File: src/rtl/ahb_vga_ctrl.sv
// ahb_vga_ctrl: AHB-Lite slave with VGA timing, a posted write FIFO to the console engine
// and image buffer, and split-column layer compositing. Define AHB_VGA_READBACK_EN for register reads.
module ahb_vga_ctrl #(
    parameter int unsigned H_ACTIVE   = 640,
    parameter int unsigned H_FP       = 16,
    parameter int unsigned H_SYNC     = 96,
    parameter int unsigned H_BP       = 48,
    parameter int unsigned V_ACTIVE   = 480,
    parameter int unsigned V_FP       = 10,
    parameter int unsigned V_SYNC     = 2,
    parameter int unsigned V_BP       = 33,
    parameter int unsigned PIX_DIV    = 2,
    parameter int unsigned RGB_W      = 8,
    parameter int unsigned IMG_AW     = 14,
    parameter int unsigned FIFO_DEPTH = 4
) (
    input  logic              HCLK,
    input  logic              HRESETn,
    input  logic              HSEL,
    input  logic              HREADY,
    input  logic              HWRITE,
    input  logic [1:0]        HTRANS,
    input  logic [31:0]       HADDR,
    input  logic [31:0]       HWDATA,
    output logic [31:0]       HRDATA,
    output logic              HREADYOUT,
    output logic              HRESP,
    input  logic              console_busy,
    input  logic [RGB_W-1:0]  console_rgb,
    input  logic [RGB_W-1:0]  image_rgb,
    output logic              console_we,
    output logic [7:0]        console_wdata,
    output logic              image_we,
    output logic [IMG_AW-1:0] image_addr,
    output logic [RGB_W-1:0]  image_wdata,
    output logic [9:0]        pixel_x,
    output logic [9:0]        pixel_y,
    output logic              video_on,
    output logic              hsync,
    output logic              vsync,
    output logic [RGB_W-1:0]  rgb
);
    localparam int unsigned DIV_W = (PIX_DIV > 1) ? $clog2(PIX_DIV) : 1;
    localparam int unsigned PTR_W = $clog2(FIFO_DEPTH);
    localparam int unsigned LVL_W = PTR_W + 1;
    localparam int unsigned DW    = (RGB_W > 8) ? RGB_W : 8;
    localparam int unsigned EW    = 1 + IMG_AW + DW;

    localparam logic [9:0] HA      = 10'(H_ACTIVE);
    localparam logic [9:0] HS_BEG  = 10'(H_ACTIVE + H_FP);
    localparam logic [9:0] HS_END  = 10'(H_ACTIVE + H_FP + H_SYNC);
    localparam logic [9:0] H_LAST  = 10'(H_ACTIVE + H_FP + H_SYNC + H_BP - 1);
    localparam logic [9:0] VA      = 10'(V_ACTIVE);
    localparam logic [9:0] VS_BEG  = 10'(V_ACTIVE + V_FP);
    localparam logic [9:0] VS_END  = 10'(V_ACTIVE + V_FP + V_SYNC);
    localparam logic [9:0] V_LAST  = 10'(V_ACTIVE + V_FP + V_SYNC + V_BP - 1);
    localparam logic [DIV_W-1:0] DIV_LAST = DIV_W'(PIX_DIV - 1);
    localparam logic [LVL_W-1:0] LVL_FULL = LVL_W'(FIFO_DEPTH);

    // AHB address-phase capture; haddr_q holds HADDR[23:2]
    logic        addr_valid_q, addr_valid_d;
    logic        hwrite_q, hwrite_d;
    logic [21:0] haddr_q, haddr_d;

    logic [9:0]  split_q, split_d;
    logic [2:0]  ctrl_q, ctrl_d;

    logic [EW-1:0]    mem_q [FIFO_DEPTH];
    logic [EW-1:0]    mem_d [FIFO_DEPTH];
    logic [PTR_W-1:0] wr_ptr_q, wr_ptr_d, rd_ptr_q, rd_ptr_d;
    logic [LVL_W-1:0] level_q, level_d;

    logic              console_we_q, console_we_d;
    logic [7:0]        console_wdata_q, console_wdata_d;
    logic              image_we_q, image_we_d;
    logic [IMG_AW-1:0] image_addr_q, image_addr_d;
    logic [RGB_W-1:0]  image_wdata_q, image_wdata_d;

    logic [DIV_W-1:0] div_q, div_d;
    logic [9:0]       x_q, x_d, y_q, y_d;
    logic             video_on_q, video_on_d;
    logic             hsync_q, hsync_d, vsync_q, vsync_d;
    logic [RGB_W-1:0] rgb_q, rgb_d;

    logic          is_img, reg_space, wr_phase, fifo_wr, stall, push, pop, head_img;
    logic [1:0]    reg_off;
    logic [EW-1:0] entry, head;

    assign is_img    = haddr_q[21];
    assign reg_space = !haddr_q[21] && (haddr_q[20:2] == '0);
    assign reg_off   = haddr_q[1:0];
    assign wr_phase  = addr_valid_q && hwrite_q;
    assign fifo_wr   = wr_phase && (is_img || (reg_space && reg_off == 2'd0));
    assign stall     = fifo_wr && (level_q == LVL_FULL);
    assign push      = fifo_wr && !stall;
    assign head      = mem_q[rd_ptr_q];
    assign head_img  = head[EW-1];
    // In-order drain: a busy-blocked console head also holds back image entries behind it
    assign pop       = (level_q != '0) && (head_img || !console_busy);

    always_comb begin
        if (is_img)
            entry = {1'b1, haddr_q[IMG_AW-1:0], DW'(HWDATA[RGB_W-1:0])};
        else
            entry = {1'b0, {IMG_AW{1'b0}}, DW'(HWDATA[7:0])};
    end

    always_comb begin
        addr_valid_d = addr_valid_q;
        hwrite_d     = hwrite_q;
        haddr_d      = haddr_q;
        if (HREADY) begin
            addr_valid_d = HSEL && HTRANS[1];
            hwrite_d     = HWRITE;
            haddr_d      = HADDR[23:2];
        end

        split_d = split_q;
        ctrl_d  = ctrl_q;
        if (wr_phase && reg_space && reg_off == 2'd1) split_d = HWDATA[9:0];
        if (wr_phase && reg_space && reg_off == 2'd2) ctrl_d  = HWDATA[2:0];

        mem_d    = mem_q;
        wr_ptr_d = wr_ptr_q;
        rd_ptr_d = rd_ptr_q;
        level_d  = level_q;
        if (push) begin
            mem_d[wr_ptr_q] = entry;
            wr_ptr_d        = wr_ptr_q + 1'b1;
        end
        if (pop) rd_ptr_d = rd_ptr_q + 1'b1;
        case ({push, pop})
            2'b10:   level_d = level_q + 1'b1;
            2'b01:   level_d = level_q - 1'b1;
            default: level_d = level_q;
        endcase

        console_we_d    = pop && !head_img;
        image_we_d      = pop && head_img;
        console_wdata_d = console_wdata_q;
        image_addr_d    = image_addr_q;
        image_wdata_d   = image_wdata_q;
        if (pop && !head_img) console_wdata_d = head[7:0];
        if (pop && head_img) begin
            image_addr_d  = head[DW +: IMG_AW];
            image_wdata_d = head[RGB_W-1:0];
        end
    end

    always_comb begin
        div_d = div_q + 1'b1;
        x_d   = x_q;
        y_d   = y_q;
        if (div_q == DIV_LAST) begin
            div_d = '0;
            if (x_q == H_LAST) begin
                x_d = '0;
                y_d = (y_q == V_LAST) ? '0 : y_q + 1'b1;
            end else begin
                x_d = x_q + 1'b1;
            end
        end
        video_on_d = (x_d < HA) && (y_d < VA);
        hsync_d    = !((x_q >= HS_BEG) && (x_q < HS_END));
        vsync_d    = !((y_q >= VS_BEG) && (y_q < VS_END));
        rgb_d      = '0;
        if (video_on_q && !ctrl_q[2]) begin
            if (ctrl_q[0] && x_q < split_q) rgb_d = console_rgb;
            else if (ctrl_q[1])             rgb_d = image_rgb;
        end
    end

    always_ff @(posedge HCLK or negedge HRESETn) begin
        if (!HRESETn) begin
            addr_valid_q    <= 1'b0;
            hwrite_q        <= 1'b0;
            haddr_q         <= '0;
            split_q         <= 10'd240;
            ctrl_q          <= 3'b011;
            for (int unsigned i = 0; i < FIFO_DEPTH; i++) mem_q[i] <= '0;
            wr_ptr_q        <= '0;
            rd_ptr_q        <= '0;
            level_q         <= '0;
            console_we_q    <= 1'b0;
            console_wdata_q <= '0;
            image_we_q      <= 1'b0;
            image_addr_q    <= '0;
            image_wdata_q   <= '0;
            div_q           <= '0;
            x_q             <= '0;
            y_q             <= '0;
            video_on_q      <= 1'b0;
            hsync_q         <= 1'b1;
            vsync_q         <= 1'b1;
            rgb_q           <= '0;
        end else begin
            addr_valid_q    <= addr_valid_d;
            hwrite_q        <= hwrite_d;
            haddr_q         <= haddr_d;
            split_q         <= split_d;
            ctrl_q          <= ctrl_d;
            mem_q           <= mem_d;
            wr_ptr_q        <= wr_ptr_d;
            rd_ptr_q        <= rd_ptr_d;
            level_q         <= level_d;
            console_we_q    <= console_we_d;
            console_wdata_q <= console_wdata_d;
            image_we_q      <= image_we_d;
            image_addr_q    <= image_addr_d;
            image_wdata_q   <= image_wdata_d;
            div_q           <= div_d;
            x_q             <= x_d;
            y_q             <= y_d;
            video_on_q      <= video_on_d;
            hsync_q         <= hsync_d;
            vsync_q         <= vsync_d;
            rgb_q           <= rgb_d;
        end
    end

`ifdef AHB_VGA_READBACK_EN
    logic vblank;
    assign vblank = y_q >= VA;

    always_comb begin
        HRDATA = '0;
        if (addr_valid_q && !hwrite_q && reg_space) begin
            case (reg_off)
                2'd1:    HRDATA = {22'b0, split_q};
                2'd2:    HRDATA = {29'b0, ctrl_q};
                2'd3:    HRDATA = {25'b0, vblank, console_busy, level_q == LVL_FULL, 4'(level_q)};
                default: HRDATA = '0;
            endcase
        end
    end
`else
    assign HRDATA = '0;
`endif

    logic unused;
    assign unused = &{1'b0, HADDR, HWDATA, HTRANS[0], head};

    assign HREADYOUT     = !stall;
    assign HRESP         = 1'b0;
    assign console_we    = console_we_q;
    assign console_wdata = console_wdata_q;
    assign image_we      = image_we_q;
    assign image_addr    = image_addr_q;
    assign image_wdata   = image_wdata_q;
    assign pixel_x       = x_q;
    assign pixel_y       = y_q;
    assign video_on      = video_on_q;
    assign hsync         = hsync_q;
    assign vsync         = vsync_q;
    assign rgb           = rgb_q;
endmodule
File: config.mk
export PLATFORM = sky130hd
export DESIGN_NAME = ahb_vga_ctrl
export DESIGN_NICKNAME = d
export VERILOG_FILES = /design/src/rtl/ahb_vga_ctrl.sv
export SDC_FILE = /design/constraint.sdc
export NUM_CORES = 1
export LEC_CHECK = 0
export ABC_AREA = 1
export BUFFER_PORTS_ARGS = -buffer_cell sky130_fd_sc_hd__clkbuf_2
export CAP_MARGIN = 10
export CORE_MARGIN = 2
export CORE_UTILIZATION = 40
export DETAILED_ROUTE_END_ITERATION = 8
export GPL_TIMING_DRIVEN = 0
export PLACE_DENSITY = 0.69
export SYNTH_ARGS = -nofsm -noshare
export SYNTH_HDL_FRONTEND = slang
export SYNTH_SLANG_ARGS = --single-unit
File: constraint.sdc
create_clock -name HCLK -period 5.5 [get_ports HCLK]
set_clock_uncertainty 0.05 [all_clocks]
set_input_delay 1.1 -clock HCLK [delete_from_list [all_inputs] [get_ports HCLK]]
set_output_delay 1.1 -clock HCLK [all_outputs]
set_load 0.1 [all_outputs]
Yosys cells after proc, flatten, opt, wreduce, memory -nomap -nowiden. Cells that the tools add are included.

Add/subtract/negate cells: 7. Magnitude comparators: 10. Equal/unequal tests: 7. Mux-type cells: 17. Bitwise operators: 2. Reductions and logical operators: 32.

Operators with widths (number): 92-bit bitwise mux (1); 23-bit 2-to-1 mux (4); 10-bit 2-to-1 mux (5); 23-bit binary-select mux with 2-bit select (1); 23-bit demux with 2-bit select (1); 8-bit 2-to-1 mux (3); 10-bit by 1-bit adder with 10-bit output, second input constant (2); 10-bit equality test, second input constant (2); 10-bit less-than comparator, second input constant (2); 10-bit by 9-bit less-than comparator with 1-bit output, second input constant (2); 1-bit logical AND (19); 19-bit logical NOT (1); 10-bit greater-or-equal comparator, second input constant (1); 10-bit by 9-bit greater-or-equal comparator with 1-bit output, second input constant (1); 10-bit less-than comparator (1); 1-bit logical NOT (7); 3-bit greater-or-equal comparator, second input constant (2); 2-bit NOT with 3-bit output (2); 3-bit one-hot mux with 2 select lines (1); 2-bit by 1-bit adder with 2-bit output, second input constant (2); 2-bit by 1-bit equality test with 1-bit output, second input constant (2); 2-bit equality test, second input constant (2); 3-bit by 1-bit adder with 3-bit output, second input constant (1); 3-bit equality test, second input constant (1); other kinds (8) (9).

Flip-flop bits (word level): 200. Input bits: 88. Output and inout port bits: 97. Logic and storage cells: 99.

Longest topological paths before layout. Gate-level depths: netlist of the first run.

Depth after elaboration: 10. Depth in mapped cells: 14. Gate-level depth less buffers: 13.

Worst setup path before layout of the first run. Ideal clock, no wire load.

Path kind: register to output. From: register haddr_q[5]. To: output HREADYOUT. Arrival time: 2153 ps. Data required time: 4350 ps. Setup slack: 2197 ps. Cell stages (with the launch flop): 9. Path buffers: 2. Cell sequence: dfrtp_1 nor2_1 nand4_1 nor3_1 nand4_1 nand2_2 buf_6 buf_6 nand4_1.

Cells in the longest elaborated chain, start to end: 7.

Ends and longest elaborated chain: start, declared (RTL line 63) `logic [21:0] haddr_q, haddr_d;`; start signal, assigned (RTL line 199) `haddr_q <= haddr_d;`; 19-bit logical NOT (RTL line 90) `assign reg_space = !haddr_q[21] && (haddr_q[20:2] == '0);`; 1-bit logical AND (RTL line 90); 1-bit logical AND (RTL line 93) `assign fifo_wr = wr_phase && (is_img || (reg_space && reg_off == 2'd0));`; 1-bit logical OR (RTL line 93); 1-bit logical AND (RTL line 93); 1-bit logical AND (RTL line 94) `assign stall = fifo_wr && (level_q == LVL_FULL);`; 1-bit logical NOT (RTL line 243) `assign HREADYOUT = !stall;`; end, declared (RTL line 26) `output logic HREADYOUT,`.

Every way passes these cells.

Final worst setup path of the first run. Ends and elaborated chain as after synthesis.

==> flow_metrics.tcl, run 1 <==
set metrics [dict create \
    port_buffers 117 \
    cp.buffers_inverters 3 \
    post-route-min-period_ps 3867 \
    crit_type "register to output port" \
    synth.ff_latch_count 200 \
    num_vias 8650 \
    drt_iter0_drc 908 \
    status "complete, no violations" \
    postRouteAntennaNets 0 \
    leakage_uw 0.006187 \
    synth_common_cells "364 x nand2_1, 192 x dfrtp_1, 107 x nand4_1" \
    synthArstFlopShare_pct 100.0 \
    grt_max_degree 102 \
    wl_met1_microns 12200 \
    crit_chain "nor2_1 -> nand4_1 -> nor3_1 -> nand4_1 -> nand2_2 -> buf_6 -> buf_6 -> nand4_1 -> clkbuf_2" \
    clkLatencyLatePin_ps 450 \
    grtUsageTotal_pct 21.09 \
    grt_antenna_before_repair 1 \
    drv_cap 0 \
    antennaDiodeCount 0 \
    final.setup.tns_ps 0 \
    hold_violations 0 \
    clk_pin_slew_worst_paths_ps 70 \
    yosys_warnings 0 \
    p_sw_uw 2739 \
    grt_pass1_vias 8312 \
    synth_area_leaders "dfrtp_1 49%, nand2_1 14%, nand4_1 6.8%, o21ai_0 4.8%, inv_1 3.7%" \
    ys_seq_area_share_pct 51.04 \
    end_kind "output port" \
    drive_gt1_share_pct 17.19 \
    synth_edf_count 0 \
    rsz0062_at_grt "false" \
    grt-ovfl-total 0 \
    worst_slew_pin_slew_ps 842.1 \
    top_layer_used "met4" \
    start_kind "register" \
    post_cts_buffers 0 \
    syn_inst 1185 \
    rows 57 \
    h-tree-depth 4 \
    cts.sinks 200 \
    post-dp-hpwl_microns 18750 \
    ctsResizeCount 0 \
    fp.dieH_microns 160.7 \
    ctsHoldBuffers 0 \
    slowest_stage "clkbuf_2" \
    synth.top_cell.area_share_pct 48.90 \
    layout_setup_ws_ps 1633 \
    wire_per_inst_microns 15.78 \
    cts_buffers 17 \
    dieWidth_microns 160.7 \
    p_comb_share_pct 42.9 \
    io_pins 185 \
    dieArea_sq_um 25830 \
    ir_worst_vdd_uv 396.7 \
    cp_slowest_stage_delay_ps 440 \
    clk_path_buf_depth 2 \
    grt_pass1_wl_microns 43500 \
    pre_cts_ws_ps 2120 \
    nets 1462 \
    tritoncts "done" \
    cp_data_arrival_time_ps 2720 \
    critPathRequiredTime_ps 4350 \
    drv_slew 0 \
    critPathMaxFanout 10 \
    avgSynthCellArea_sq_um 8.292 \
    hold_ws_ps 422.7 \
    crit_path_frequent_cell "nand4_1" \
    slew_headroom_pct 43.86 \
    fin_util_pct 47.68 \
    design.core.area_sq_um 24250 \
    cts_root_buf "clkbuf_16" \
    p_int_uw 3072 \
    seq_power_share_pct 35.1 \
    cp_top_family "simple AND/OR/NAND/NOR gates" \
    drtPass1Iterations 6 \
    swShare_pct 47.14 \
    clock_power_share_pct 22.0 \
    setup_viol 0 \
    viasPerCell 5.115 \
    dr_wl_met3_microns 1641 \
    min_period_over_period_pct 70.31 \
    ys_types 39 \
    syn_to_final_growth_pct 17.66 \
    routed_wirelength_microns 26680 \
    finalWeightedCongestion 0.9034 \
    met2WireLength_microns 12250 \
    synthesis.area_sq_um 9826 \
    max_freq_mhz 258.6 \
    synth_ff_type "dfrtp_1" \
    holdCritPathClass "register to register" \
    synth_top_cell_by_area "dfrtp_1" \
    drc 0 \
    start_util_pct 40.52 \
    power_density_nw_per_um2 502.6 \
    yosysMostFrequentCell "nand2_1" \
]
## logic make-up after synthesis
family          Yosys count  share of synthesized area (%)
compound gates          144                          7.832
xor+xnor                  7                         0.6240
fa+ha+maj                20                          2.623
buf+inv                 200                          9.614
flops                   200                          51.04
mux                      13                          1.490
other cells               1                        0.03817
simple gates            600                          26.74
## worst paths after layout
| path | from | to | slack (ps) | cells past startpoint |
|---|---|---|---|---|
| max in group asynchronous | HRESETn | mem_q[45]$_DFFE_PN0P_ | 3690 | 2 |
| min | mem_q[52]$_DFFE_PN0P_ | mem_q[52]$_DFFE_PN0P_ | 420 | 2 |
| min in group asynchronous | HRESETn | image_wdata[0]$_DFFE_PN0P_ | 690 | 1 |
| min reg2reg | mem_q[52]$_DFFE_PN0P_ | mem_q[52]$_DFFE_PN0P_ | 420 | 2 |
| max | haddr_q[5]$_DFFE_PN0P_ | HREADYOUT | 1630 | 9 |
| max reg2reg | haddr_q[5]$_DFFE_PN0P_ | level_q[1]$_DFFE_PN0P_ | 2900 | 11 |
## worst min-delay path, cell delays in order, from the launching register on
cell and delay, ps:
dfrtp_1 350, nand2_1 50, nand2_1 40
## layout make-up
class	count	area [sq um]
Buffer	101	573.1
Clock buffer	20	446.7
Clock inverter	12	141.4
Fill cell	2447	12690
Inverter	99	371.6
Multi-Input combinational cell	817	3986
Sequential cell	200	5015
Tap cell	324	405.4
Timing Repair Buffer	118	621.8
## sequential cells by signal (all words and copies together), names as in the netlist
| signal | cells |
|---|---|
| video_on | 1 |
| ctrl_q | 3 |
| wr_ptr_q | 2 |
| rgb | 8 |
| addr_valid_q | 1 |
| console_we | 1 |
| haddr_q | 22 |
| image_addr | 14 |
| console_wdata | 8 |
| mem_q | 92 |
| hwrite_q | 1 |
| pixel_x | 10 |
| image_we | 1 |
| split_q | 10 |
| image_wdata | 8 |
| vsync | 1 |
| level_q | 3 |
| hsync | 1 |
| div_q | 1 |
| rd_ptr_q | 2 |
| pixel_y | 10 |
## layout by cell type, fill, tap and decap left out, drive strengths merged, types with 20 or more instances in the layout
cell,synthesis,final
nor2,81,81
conb,1,33
o22ai,22,22
nand4,107,107
nand3,33,33
o21ai,94,94
a21oi,20,20
buf,65,66
clkbuf,36,173
nand2,365,365
dfrtp,192,192
inv,98,102
## power groups by stage
stage | logic, uW | registers, uW | clock network, uW
2_1_floorplan | 1170 | 2730 | 0
4_1_cts | 2490 | 2040 | 1300
3_3_place_gp | 2440 | 2050 | 0
3_5_place_dp | 2480 | 2060 | 0
6_report | 2490 | 2040 | 1280
5_1_grt | 2700 | 2080 | 1360
## per-layer routing
metal | vias to the layer above | GRT usage (%)
met5 | - | 0
met4 | 0 | 7.183
met3 | 50 | 4.081
met2 | 326 | 33.17
met1 | 4103 | 29.38
li1 | 4171 | -
## stage by stage
stage,total power [uW],cell area [sq um],instances
after floorplan,3900,9946,1217
after global placement,4493,10940,1658
after detailed placement,4544,10970,1659
after CTS,5823,11560,1691
after global routing,6144,11560,1691
final,5811,11560,1691
Note: power is estimated with default switching activity, not from simulation.
==> run 2, diff against run 1 <==
--- a/config.mk
+++ b/config.mk
@@ -12,7 +12,7 @@
 export CORE_UTILIZATION = 40
 export DETAILED_ROUTE_END_ITERATION = 8
 export GPL_TIMING_DRIVEN = 0
-export PLACE_DENSITY = 0.69
+export PLACE_DENSITY = 0.71
 export SYNTH_ARGS = -nofsm -noshare
 export SYNTH_HDL_FRONTEND = slang
 export SYNTH_SLANG_ARGS = --single-unit
==> constraint.sdc (replaced) <==
create_clock -name HCLK -period 3.5 [get_ports HCLK]
set_clock_uncertainty 0.05 [all_clocks]
set_input_delay 0.7 -clock HCLK [delete_from_list [all_inputs] [get_ports HCLK]]
set_output_delay 0.7 -clock HCLK [all_outputs]
set_load 0.1 [all_outputs]
==> run 2 against run 1 <==
Effect of this change:
- sequential cell count stayed put
- sequential share of layout area is 0.075 points higher
- largest cell class unchanged
- wire length is 1.4% lower
- first-iteration DRC count is 6.2% lower
- largest power group unchanged
==> flow_metrics.tcl, run 2 (synthesized netlist as in run 1, its figures left out) <==
set metrics [dict create \
    grt_antenna_before_repair 0 \
    clk_pin_slew_worst_paths_ps 80 \
    setup.worst_path.start "haddr_q[6]$_DFFE_PN0P_" \
    crit_type "register to output port" \
    post-dp-hpwl_microns 18470 \
    cp_slowest_stage_delay_ps 420 \
    final_area_sq_um 11540 \
    grt_pass1_wl_microns 43440 \
    drt_iter0_drc 852 \
    drc 0 \
    drv_slew 0 \
    clk_path_buf_depth 2 \
    io_pins 185 \
    cts_buffers 17 \
    cp.buffers_inverters 3 \
    end_kind "output port" \
    design.core.area_sq_um 24250 \
    regMostFlops "mem_q" \
    setup_viol 0 \
    wire_per_inst_microns 15.56 \
    port_buffers 117 \
    fillers 2399 \
    post-route-min-period_ps 3333 \
    syn_to_final_growth_pct 17.46 \
    r2r-start "haddr_q[6]$_DFFE_PN0P_" \
    leakage_uw 0.006172 \
    layout_commonest_cell "nand2_1" \
    dieArea_sq_um 25830 \
    cp_data_arrival_time_ps 2580 \
    num_vias 8676 \
    start_util_pct 40.52 \
    r2r_cells 11 \
    rrSetupSlack_ps 950 \
    grt_pass1_vias 8435 \
    drv_cap 0 \
    critPathRequiredTime_ps 2750 \
    worst_slew_pin_slew_ps 733.8 \
    postRouteAntennaNets 0 \
    status "complete, no violations" \
    viasPerCell 5.131 \
    power_density_nw_per_um2 781.4 \
    start_kind "register" \
    multiInputGateArea_sq_um 3986 \
    rows 57 \
    grt-ovfl-total 0 \
    timing.rr.end "level_q[1]$_DFFE_PN0P_" \
    tritoncts "done" \
    largest_reg_flops 92 \
    ctsHoldBuffers 0 \
    cp_top_family "simple AND/OR/NAND/NOR gates" \
    crit_chain "nor2_1 -> nand4_1 -> nor3_1 -> nand4_1 -> nand2_2 -> buf_6 -> buf_6 -> nand4_1 -> buf_2" \
    routed_wirelength_microns 26310 \
    cts.sinks 200 \
    final_cell_mix "364 x nand2_1, 192 x dfrtp_1, 115 x clkbuf_2" \
    drtPass1Iterations 6 \
    fin_cells 1691 \
    finalWeightedCongestion 0.8851 \
    slew_headroom_pct 51.08 \
    grtUsageTotal_pct 20.90 \
    crit_path_frequent_cell "nand4_1" \
    hold_violations 0 \
    grt_max_degree 113 \
    fp.dieH_microns 160.7 \
    nets 1462 \
    critPathMaxFanout 10 \
    clkLatencyLatePin_ps 440 \
    h-tree-depth 4 \
    placedInstanceArea_sq_um 10970 \
    post-place-cells 1659 \
    slowest_stage "dfrtp_1" \
    max_freq_mhz 300.1 \
    dieWidth_microns 160.7 \
    seqCellArea_sq_um 5015 \
    cts_root_buf "clkbuf_16" \
    antennaDiodeCount 0 \
    drive_gt1_share_pct 17.26 \
    min_period_over_period_pct 95.22 \
    rsz0062_at_grt "false" \
    ir_worst_vdd_uv 617.7 \
    holdCritPathClass "primary input to asynchronous set/reset pin" \
]
==> run 2: cell types whose count changed in the layout (fill, tap and decap cells not counted), sizes merged <==
cell	before	now
bufinv	2	0
buf	66	67
clkinvlp	1	2
clkbuf	173	172
clkinv	6	7
==> run 2: final cells by class <==
class	instances	share of cell area, %
sequential	200	43.45
multi-input combinational	817	34.54
timing repair buffer	118	5.388
buffer	101	4.965
clock buffer	20	3.957
tap	324	3.513
inverter	99	3.220
clock inverter	12	0.9649
==> run 2: worst max path at each step <==
stage,end,slack [ps],depth (start not counted)
2_1_floorplan,HREADYOUT,600,8
3_3_place_gp,haddr_q[18]$_DFFE_PN0P_,-2210,1
3_5_place_dp,HREADYOUT,590,9
4_1_cts,HREADYOUT,100,9
5_1_grt,HREADYOUT,10,9
6_report,HREADYOUT,170,9
==> run 2: stage by stage <==
stage / TNS (ps) / setup slack, ps / hold WS, ps / util (%) / total power (uW)
global route: 0 / 12.32 / 329.3 / 47.60 / 9558
detailed placement: 0 / 594.9 / 403.2 / 45.25 / 7111
CTS: 0 / 104.1 / 305.8 / 47.60 / 9041
global placement: -428480 / -2210 / 397.9 / 45.10 / 7046
floorplan: 0 / 597.4 / 354.4 / - / 6129
finish: 0 / 167.3 / 256.4 / 47.60 / 9019
==> run 2: worst reg2reg max path, delay by kind of cell, from the launching register on <==
kind,cells,cell delay (ps)
AOI/OAI and AO/OA,1,150
and+or+nand+nor,6,910
buffers and inverters,2,290
DFF,1,420
adders and majority gates,2,630
==> run 2: routing by layer <==
metal	routed length (microns)	global-route usage, %
met2	11890	33.09
met3	1944	4.081
met5	0	0
met1	11700	28.60
met4	773	7.873
==> run 2: power by group <==
group	internal, uW	total (uW)	switching (uW)	leakage [uW]
combinational	856	3900	3050	0.00343
sequential	2880	3200	320	0.00247
clock	972	1910	938	0.000274
==> run 2: timing repair <==
| item | in CTS | in global routing |
|---|---|---|
| setup buffers | 0 | 0 |
| endpoints found under the setup margin | 0 | 1 |
| gates resized for setup | 0 | 1 |
